File: src/rtl/sys_cmd_master_pkg.sv
`default_nettype none
// ============================================================================
// Module   : sys_cmd_master_pkg
// Purpose  : Shared definitions for the host-side command initiator: command
//            type encodings, FSM states, frame opcodes, frame lengths and the
//            helpers that pick a frame byte from (command, byte index).
// Revision : 1.0 - initial release
// ============================================================================
package sys_cmd_master_pkg;

  // Command types as presented on the request port
  typedef enum logic [1:0] {
    CMD_REG_WR  = 2'd0,
    CMD_REG_RD  = 2'd1,
    CMD_ALU_OP  = 2'd2,
    CMD_ALU_NOP = 2'd3
  } cmd_type_e;

  // Initiator FSM states
  typedef enum logic [2:0] {
    ST_IDLE      = 3'd0,
    ST_SEND      = 3'd1,
    ST_WAIT_RSP0 = 3'd2,
    ST_WAIT_RSP1 = 3'd3,
    ST_DONE      = 3'd4
  } state_e;

  // Frame opcode bytes understood by the system controller
  localparam logic [7:0] c_op_reg_wr  = 8'hAA;
  localparam logic [7:0] c_op_reg_rd  = 8'hBB;
  localparam logic [7:0] c_op_alu_op  = 8'hCC;
  localparam logic [7:0] c_op_alu_nop = 8'hDD;

  // Index of the final byte of each frame (frame length minus one)
  localparam logic [1:0] c_last_reg_wr  = 2'd2;
  localparam logic [1:0] c_last_reg_rd  = 2'd1;
  localparam logic [1:0] c_last_alu_op  = 2'd3;
  localparam logic [1:0] c_last_alu_nop = 2'd1;

  // A captured command request; fields are frozen here at accept time
  typedef struct packed {
    cmd_type_e  ctype;
    logic [3:0] addr;
    logic [7:0] wdata;
    logic [7:0] op_a;
    logic [7:0] op_b;
    logic [3:0] func;
  } cmd_t;

  // Index of the last byte to transmit for a command type
  function automatic logic [1:0] frame_last_idx(input cmd_type_e t);
    logic [1:0] last;
    last = c_last_reg_wr;
    case (t)
      CMD_REG_WR:  last = c_last_reg_wr;
      CMD_REG_RD:  last = c_last_reg_rd;
      CMD_ALU_OP:  last = c_last_alu_op;
      CMD_ALU_NOP: last = c_last_alu_nop;
      default:     last = c_last_reg_wr;
    endcase
    return last;
  endfunction

  // ALU commands return a two-byte result, LSB first
  function automatic logic two_byte_rsp(input cmd_type_e t);
    return (t == CMD_ALU_OP) || (t == CMD_ALU_NOP);
  endfunction

  // Frame byte at position idx; 4-bit fields are zero-extended
  function automatic logic [7:0] frame_byte(input cmd_t c, input logic [1:0] idx);
    logic [7:0] b;
    b = 8'h00;
    case (c.ctype)
      CMD_REG_WR: begin
        case (idx)
          2'd0:    b = c_op_reg_wr;
          2'd1:    b = {4'h0, c.addr};
          default: b = c.wdata;
        endcase
      end
      CMD_REG_RD: begin
        case (idx)
          2'd0:    b = c_op_reg_rd;
          default: b = {4'h0, c.addr};
        endcase
      end
      CMD_ALU_OP: begin
        case (idx)
          2'd0:    b = c_op_alu_op;
          2'd1:    b = c.op_a;
          2'd2:    b = c.op_b;
          default: b = {4'h0, c.func};
        endcase
      end
      CMD_ALU_NOP: begin
        case (idx)
          2'd0:    b = c_op_alu_nop;
          default: b = {4'h0, c.func};
        endcase
      end
      default: b = 8'h00;
    endcase
    return b;
  endfunction

endpackage
`default_nettype wire

File: src/rtl/sys_cmd_master_if.sv
`default_nettype none
// ============================================================================
// Module   : sys_cmd_master_if
// Purpose  : Bundles the command request, UART TX/RX byte streams and the
//            response port of the command initiator. "master" is the
//            initiator's view, "slave" is the host/UART side.
// Revision : 1.0 - initial release
// ============================================================================
interface sys_cmd_master_if;
  import sys_cmd_master_pkg::*;

  // Command request
  logic       cmd_valid;
  logic       cmd_ready;
  cmd_type_e  cmd_type;
  logic [3:0] cmd_addr;
  logic [7:0] cmd_wdata;
  logic [7:0] cmd_op_a;
  logic [7:0] cmd_op_b;
  logic [3:0] cmd_func;

  // Frame bytes toward UART TX
  logic [7:0] tx_data;
  logic       tx_valid;
  logic       tx_ready;

  // Response bytes from UART RX
  logic [7:0] rx_data;
  logic       rx_valid;

  // Assembled result
  logic        rsp_valid;
  logic [15:0] rsp_data;
  logic        rsp_err;

  modport master (
    input  cmd_valid, cmd_type, cmd_addr, cmd_wdata, cmd_op_a, cmd_op_b, cmd_func,
    input  tx_ready, rx_data, rx_valid,
    output cmd_ready, tx_data, tx_valid, rsp_valid, rsp_data, rsp_err
  );

  modport slave (
    output cmd_valid, cmd_type, cmd_addr, cmd_wdata, cmd_op_a, cmd_op_b, cmd_func,
    output tx_ready, rx_data, rx_valid,
    input  cmd_ready, tx_data, tx_valid, rsp_valid, rsp_data, rsp_err
  );

endinterface
`default_nettype wire

File: src/rtl/sys_cmd_master.sv
`default_nettype none
// ============================================================================
// Module   : sys_cmd_master
// Purpose  : Host-side initiator for the single-byte command protocol. Takes
//            one command, serialises its frame to UART TX, collects the
//            response bytes from UART RX (with a per-byte timeout) and
//            reports the assembled result for one cycle.
// Revision : 1.0 - initial release
// ============================================================================
module sys_cmd_master
  import sys_cmd_master_pkg::*;
#(
  parameter int TIMEOUT_CYC = 65535,
  parameter int TO_W        = 16
) (
  input  logic             clk,
  input  logic             rst,
  sys_cmd_master_if.master bus
);

  // Timer value at which the current wait gives up; the byte still wins on
  // that very cycle because rx_valid is tested before the timeout.
  localparam logic [TO_W-1:0] c_timer_last = TO_W'(TIMEOUT_CYC - 1);

  state_e           r_state;
  state_e           w_next_state;
  cmd_t             r_cmd;
  cmd_t             w_cmd_in;
  logic [1:0]       r_idx;
  logic [7:0]       r_tx_data;
  logic [TO_W-1:0]  r_timer;
  logic [15:0]      r_res;
  logic [15:0]      w_res_next;
  logic [15:0]      r_rsp_data;
  logic             r_rsp_err;

  logic w_accept;
  logic w_tx_fire;
  logic w_last;
  logic w_rx_take;
  logic w_timeout;
  logic w_in_wait;

  assign w_cmd_in = '{
    ctype: bus.cmd_type,
    addr:  bus.cmd_addr,
    wdata: bus.cmd_wdata,
    op_a:  bus.cmd_op_a,
    op_b:  bus.cmd_op_b,
    func:  bus.cmd_func
  };

  assign w_last    = (r_idx == frame_last_idx(r_cmd.ctype));
  assign w_in_wait = (r_state == ST_WAIT_RSP0) || (r_state == ST_WAIT_RSP1);

  // Handshake outputs decode directly from the state register, so an
  // asynchronous reset drops them at once.
  assign bus.cmd_ready = (r_state == ST_IDLE);
  assign bus.tx_valid  = (r_state == ST_SEND);
  assign bus.tx_data   = r_tx_data;
  assign bus.rsp_valid = (r_state == ST_DONE);
  assign bus.rsp_data  = r_rsp_data;
  assign bus.rsp_err   = r_rsp_err;

  // State register
  always_ff @(posedge clk or negedge rst) begin
    if (!rst) begin
      r_state <= ST_IDLE;
    end else begin
      r_state <= w_next_state;
    end
  end

  // Next-state and per-cycle event decode
  always_comb begin
    w_next_state = r_state;
    w_accept     = 1'b0;
    w_tx_fire    = 1'b0;
    w_rx_take    = 1'b0;
    w_timeout    = 1'b0;
    case (r_state)
      ST_IDLE: begin
        if (bus.cmd_valid) begin
          w_accept     = 1'b1;
          w_next_state = ST_SEND;
        end
      end
      ST_SEND: begin
        // No timer here: a stalled UART TX simply holds the frame.
        if (bus.tx_ready) begin
          w_tx_fire = 1'b1;
          if (w_last) begin
            w_next_state = (r_cmd.ctype == CMD_REG_WR) ? ST_DONE : ST_WAIT_RSP0;
          end
        end
      end
      ST_WAIT_RSP0: begin
        if (bus.rx_valid) begin
          w_rx_take    = 1'b1;
          w_next_state = two_byte_rsp(r_cmd.ctype) ? ST_WAIT_RSP1 : ST_DONE;
        end else if (r_timer == c_timer_last) begin
          w_timeout    = 1'b1;
          w_next_state = ST_DONE;
        end
      end
      ST_WAIT_RSP1: begin
        if (bus.rx_valid) begin
          w_rx_take    = 1'b1;
          w_next_state = ST_DONE;
        end else if (r_timer == c_timer_last) begin
          w_timeout    = 1'b1;
          w_next_state = ST_DONE;
        end
      end
      ST_DONE: begin
        w_next_state = ST_IDLE;
      end
      default: begin
        w_next_state = ST_IDLE;
      end
    endcase
  end

  // Merge the incoming response byte into the partial result
  always_comb begin
    w_res_next = r_res;
    if (w_rx_take) begin
      if (r_state == ST_WAIT_RSP0) begin
        w_res_next[7:0] = bus.rx_data;
      end else begin
        w_res_next[15:8] = bus.rx_data;
      end
    end
  end

  // Command capture, byte index and the registered TX byte
  always_ff @(posedge clk or negedge rst) begin
    if (!rst) begin
      r_cmd     <= '0;
      r_idx     <= 2'd0;
      r_tx_data <= 8'h00;
    end else if (w_accept) begin
      r_cmd     <= w_cmd_in;
      r_idx     <= 2'd0;
      r_tx_data <= frame_byte(w_cmd_in, 2'd0);
    end else if (w_tx_fire && !w_last) begin
      r_idx     <= r_idx + 2'd1;
      r_tx_data <= frame_byte(r_cmd, r_idx + 2'd1);
    end
  end

  // Per-byte response timer: restarts when a wait begins or a byte lands
  always_ff @(posedge clk or negedge rst) begin
    if (!rst) begin
      r_timer <= '0;
    end else if (w_accept || w_tx_fire || w_rx_take) begin
      r_timer <= '0;
    end else if (w_in_wait && !w_timeout) begin
      r_timer <= r_timer + 1'b1;
    end
  end

  // Partial result, cleared for every new command so unused bytes read 0
  always_ff @(posedge clk or negedge rst) begin
    if (!rst) begin
      r_res <= 16'h0000;
    end else if (w_accept) begin
      r_res <= 16'h0000;
    end else begin
      r_res <= w_res_next;
    end
  end

  // Reported result: loaded on entry to DONE and held until the next one
  always_ff @(posedge clk or negedge rst) begin
    if (!rst) begin
      r_rsp_data <= 16'h0000;
      r_rsp_err  <= 1'b0;
    end else if (w_next_state == ST_DONE) begin
      r_rsp_data <= w_res_next;
      r_rsp_err  <= w_timeout;
    end
  end

endmodule
`default_nettype wire

File: src/flat_wrapper.sv
// flat-port wrapper written by rule: the top's interface ports become plain ports
module sys_cmd_master_flat import sys_cmd_master_pkg::*;
#(
  parameter int TIMEOUT_CYC = 65535,
  parameter int TO_W        = 16
)
  (clk, rst, bus_cmd_valid, bus_cmd_type, bus_cmd_addr, bus_cmd_wdata, bus_cmd_op_a, bus_cmd_op_b, bus_cmd_func, bus_tx_ready, bus_rx_data, bus_rx_valid, bus_cmd_ready, bus_tx_data, bus_tx_valid, bus_rsp_valid, bus_rsp_data, bus_rsp_err);
  sys_cmd_master_if bus_i ();
  input  logic clk;
  input  logic rst;
  input wire logic [$bits(bus_i.cmd_valid)-1:0] bus_cmd_valid;
  input wire logic [$bits(bus_i.cmd_type)-1:0] bus_cmd_type;
  input wire logic [$bits(bus_i.cmd_addr)-1:0] bus_cmd_addr;
  input wire logic [$bits(bus_i.cmd_wdata)-1:0] bus_cmd_wdata;
  input wire logic [$bits(bus_i.cmd_op_a)-1:0] bus_cmd_op_a;
  input wire logic [$bits(bus_i.cmd_op_b)-1:0] bus_cmd_op_b;
  input wire logic [$bits(bus_i.cmd_func)-1:0] bus_cmd_func;
  input wire logic [$bits(bus_i.tx_ready)-1:0] bus_tx_ready;
  input wire logic [$bits(bus_i.rx_data)-1:0] bus_rx_data;
  input wire logic [$bits(bus_i.rx_valid)-1:0] bus_rx_valid;
  output wire logic [$bits(bus_i.cmd_ready)-1:0] bus_cmd_ready;
  output wire logic [$bits(bus_i.tx_data)-1:0] bus_tx_data;
  output wire logic [$bits(bus_i.tx_valid)-1:0] bus_tx_valid;
  output wire logic [$bits(bus_i.rsp_valid)-1:0] bus_rsp_valid;
  output wire logic [$bits(bus_i.rsp_data)-1:0] bus_rsp_data;
  output wire logic [$bits(bus_i.rsp_err)-1:0] bus_rsp_err;
  assign bus_i.cmd_valid = bus_cmd_valid;
  assign bus_i.cmd_type = bus_cmd_type;
  assign bus_i.cmd_addr = bus_cmd_addr;
  assign bus_i.cmd_wdata = bus_cmd_wdata;
  assign bus_i.cmd_op_a = bus_cmd_op_a;
  assign bus_i.cmd_op_b = bus_cmd_op_b;
  assign bus_i.cmd_func = bus_cmd_func;
  assign bus_i.tx_ready = bus_tx_ready;
  assign bus_i.rx_data = bus_rx_data;
  assign bus_i.rx_valid = bus_rx_valid;
  assign bus_cmd_ready = bus_i.cmd_ready;
  assign bus_tx_data = bus_i.tx_data;
  assign bus_tx_valid = bus_i.tx_valid;
  assign bus_rsp_valid = bus_i.rsp_valid;
  assign bus_rsp_data = bus_i.rsp_data;
  assign bus_rsp_err = bus_i.rsp_err;
  sys_cmd_master #(.TIMEOUT_CYC(TIMEOUT_CYC), .TO_W(TO_W)) u_core (.clk(clk), .rst(rst), .bus(bus_i));
endmodule
File: config.mk
export PLATFORM = sky130hd
export DESIGN_NAME = sys_cmd_master_flat
export DESIGN_NICKNAME = d
export VERILOG_FILES = /design/src/rtl/sys_cmd_master_pkg.sv /design/src/rtl/sys_cmd_master_if.sv /design/src/rtl/sys_cmd_master.sv /design/src/flat_wrapper.sv
export SDC_FILE = /design/constraint.sdc
export NUM_CORES = 1
export LEC_CHECK = 0
export CAP_MARGIN = 20
export CORE_MARGIN = 5
export CORE_UTILIZATION = 45
export DETAILED_ROUTE_END_ITERATION = 10
export PLACE_DENSITY = 0.72
export SYNTH_ARGS = -nofsm -noshare
export SYNTH_HDL_FRONTEND = slang
export SYNTH_SLANG_ARGS = --single-unit
File: constraint.sdc
create_clock -name clk -period 1.85 [get_ports clk]
set_input_delay 0.2775 -clock clk [delete_from_list [all_inputs] [get_ports clk]]
set_output_delay 0.2775 -clock clk [all_outputs]
set_load 0.02 [all_outputs]
==> metrics.md, run 1 <==
| Metric | Value |
|---|---|
| Synth Area per Inst | 9.39 sq um |
| Seq cells post-synth | 96 |
| Most common cell in the netlist | nand2_1 |
| Pin count of the biggest net entering global routing | 42 |
| Initial Util | 46.4% |
| DRT Pass-1 Iters | 4 |
| CTS tree | built |
| NumNets Final | 653 |
| Full die area | 0.0123 sq mm |
| Outcome | finished, violations left |
| Critical Path Start | u_core.r_timer[4] |
| DR iter-0 viols | 188 |
| # diodes | 0 |
| Tmin final | 1.90 ns |
| Fraction of layout cells with a size suffix above 1 | 20.3% |
| Post-Syn Nets | 541 |
| Cell Area, Placed | 0.00578 sq mm |
| Final period util | 103% |
| Sequential cell area fraction in the yosys report | 52.4% |
| Final Worst Setup Slack | -0.0520 ns |
| Top FF cell, synth | dfrtp_1 |
| Async SR Flop Fraction | 100% |
| Sequential Power Share | 36.3% |
| Post-synth top area share | 52.4% |
| Critical path required time | 2.17 ns |
| Htree depth | 3 |
| Worst path depth | 7 |
| WL per Instance | 15.9 um |
| Initial antenna violation count | 0 |
| Via count | 3929 |
| Worst-path clk slew | 0.10 ns |
| Remaining global-route overflow | 0 |
| Final setup fails | 14 |
| Crit path capture type | flip-flop |
| Worst Tran Pin Value | 0.509 ns |
| Max incr delay on CP | 0.55 ns |
| Pwr dens | 1510 mW/mm^2 |
| Layout Skew | 0.0109 ns |
| Post-synth top cells | 121 x nand2_1, 96 x dfrtp_1, 52 x nor2_1 |
| CP top delay family | simple AND/OR/NAND/NOR gates |
| Max-cap violations | 0 |
| CTS Root Cell | clkbuf_8 |
| Net Switching | 0.00382 W |
| Share of total power in the clock network | 16.1% |
| Synth Cell Area | 0.00458 sq mm |
| Largest area contributor in the netlist | dfrtp_1 |
| Leakage | 2.83 nW |
| Synth unique cells | 55 |
| CTS buffer count | 9 |
| Worst Path Buf+Inv | 2 |
| Top post-synthesis cells by area | dfrtp_1 52%, nand2_1 9.9%, nor2_1 4.3%, mux2i_1 4.2%, xnor2_1 2.7% |
| Logic gate share of total power | 47.6% |
| WHS | 0.295 ns |
| Peak Freq | 526 MHz |
| Setup CP Type | reg -> reg |
| P&R area growth vs syn | 36.3% |
| Switch share | 40.5% |
| Cell row count | 36 |
| Crit Reg-Reg Endpoint | u_core.bus.rsp_data[0] |
| Clk_lat worst skew | 0.39 ns |
| Worst EP arrival | 2.22 ns |
| Maximum root-to-sink buffer count | 2 |
| Hold Vio Cnt, Final | 0 |
| Routability-driven placement congestion ratio | 0.878 |
| Max-slew violations | 0 |
| Die height | 111 um |
| Antenna-violating nets left | 0 |
| Cell count after synthesis | 488 |
| Setup tns final | -0.349 ns |
| Die W | 111 um |
| Core area | 0.00986 sq mm |
| Final instance area | 0.00624 sq mm |
| Startpoint Class | flip-flop |
| Setup crit end | u_core.bus.rsp_data[0] |
| All-layer global routing usage | 19.2% |
| Vias in the first global route | 4034 |
| TritonCTS Sinks | 96 |
| Cells along the critical path | nand4_2, or4_4, o311ai_4, buf_6, clkbuf_16, nor2_1, a21oi_1 |
| Maximum vdd drop | 950 uV |
| Via density | 5.32 |
| Failing checks | negative setup slack |
| CP Max Fanout | 8 |
| Hold crit path type | in -> async |
| Post-synth EDFFs | 0 |
| Int Pwr | 0.00561 W |
| Yosys warnings | 0 |
| DR DRC count | 0 |
| PortBufs | 74 |
| Slew margin rel. | 65.2% |
| Worst path slowest cell | or4_4 |
| DP HPWL | 8210 um |
| R2R Setup Slk | -0.05 ns |
| R2R cell count | 7 |
| RSZ-0062 raised after global routing | yes |
| First-pass GRT wire length | 19300 um |
| # IOs | 75 |
| Worst r2r src | u_core.r_timer[4] |
| Routed WL | 11700 um |
## power groups by stage
stage	Sequential (W)	Clock [W]	Combinational, W
after global routing	0.00351	0.00163	0.00494
after detailed placement	0.00340	0	0.00420
after CTS	0.00337	0.00156	0.00429
final	0.00343	0.00152	0.00449
after floorplan	0.00359	0	0.00229
after global placement	0.00338	0	0.00408
## cell usage in the layout, fill, tap and decap left out, types with 4 or more instances in the layout
| cell | n |
|---|---|
| o21ai_0 | 18 |
| a21oi_1 | 13 |
| clkbuf_8 | 10 |
| dfrtp_1 | 93 |
| nor2_4 | 5 |
| xnor2_1 | 14 |
| nand2_1 | 120 |
| a21oi_2 | 16 |
| inv_1 | 9 |
| nand4_1 | 4 |
| nor2_1 | 45 |
| buf_12 | 6 |
| clkdlybuf4s50_1 | 70 |
| nor2_2 | 6 |
| a31oi_1 | 4 |
| a211oi_1 | 7 |
| mux2i_1 | 19 |
| buf_4 | 44 |
| nand3_1 | 18 |
| a221oi_1 | 4 |
## worst min-delay path by stage
| stage | start | endpoint | slack (ns) | cells after the start |
|---|---|---|---|---|
| 2_1_floorplan | rst | u_core.bus.rsp_data[0] | -0.02 | 0 |
| 3_3_place_gp | rst | u_core.r_cmd[12] | 0.17 | 1 |
| 3_5_place_dp | rst | u_core.r_cmd[17] | 0.18 | 1 |
| 4_1_cts | rst | u_core.r_cmd[17] | 0.29 | 2 |
| 5_1_grt | rst | u_core.r_cmd[13] | 0.32 | 2 |
| 6_report | rst | u_core.r_cmd[17] | 0.30 | 2 |
## sequential cells by signal, indices dropped and copies added, names as in the netlist
name	cells
u_core.bus.rsp_data	16
u_core.bus.rsp_err	1
u_core.bus.tx_data	8
u_core.r_state	3
u_core.r_idx	2
u_core.r_cmd	34
u_core.r_res	16
u_core.r_timer	16
## area by class of cell
type                    count  area [sq um]
fillers                   814          3620
repair buffers            128          1260
multi-input cells         356          2160
inverters                   9          33.8
clock buffers              10           138
well taps                 133           166
clock inverters             6          85.1
flip-flops and latches     96          2410
## cell families after synthesis
logic type / share of synthesized area [%]
and+or+nand+nor: 22.2
DFF: 52.4
xor gates and xnor gates: 2.68
muxes: 4.15
AOI/OAI and AO/OA: 13.4
buffers and inverters: 3.58
adders and majority gates: 1.64
## layer usage
| metal | share of wire [%] | vias up | GRT usage, % |
|---|---|---|---|
| met5 | 0 | - | 0 |
| met4 | 2.0 | 0 | 5.17 |
| met3 | 4.5 | 20 | 5.46 |
| met2 | 48 | 90 | 31.0 |
| met1 | 46 | 1930 | 25.3 |
| li1 | - | 1889 | - |
## repair_timing
action,CTS,global route
pin swaps,0,2
cloned,1,2
endpoints found under the hold margin,16,0
hold buffers,1,0
setup endpoints to repair,20,41
setup buffers,3,4
resized for setup,9,32
## per-stage QoR
step | power (W) | utilization (%) | instances | setup slack (ns)
final | 0.00944 | 63.3 | 738 | -0.0520
after detailed placement | 0.00760 | 58.6 | 712 | -0.0527
after floorplan | 0.00588 | - | 488 | 0.0117
after global placement | 0.00746 | 58.6 | 712 | 0.00498
after global routing | 0.0101 | 63.3 | 738 | -0.104
after CTS | 0.00921 | 61.6 | 733 | 0.000988
Power figures use the tool's default switching activity.
==> inputs of run 2 (changes only) <==
--- a/config.mk
+++ b/config.mk
@@ -8,6 +8,7 @@
 export CAP_MARGIN = 20
 export CORE_MARGIN = 5
 export CORE_UTILIZATION = 45
+export CTS_CLUSTER_DIAMETER = 80
 export DETAILED_ROUTE_END_ITERATION = 10
 export PLACE_DENSITY = 0.72
 export SYNTH_ARGS = -nofsm -noshare
==> results of run 2 <==
Final layout, timing and power as in run 1 (identical DEF).
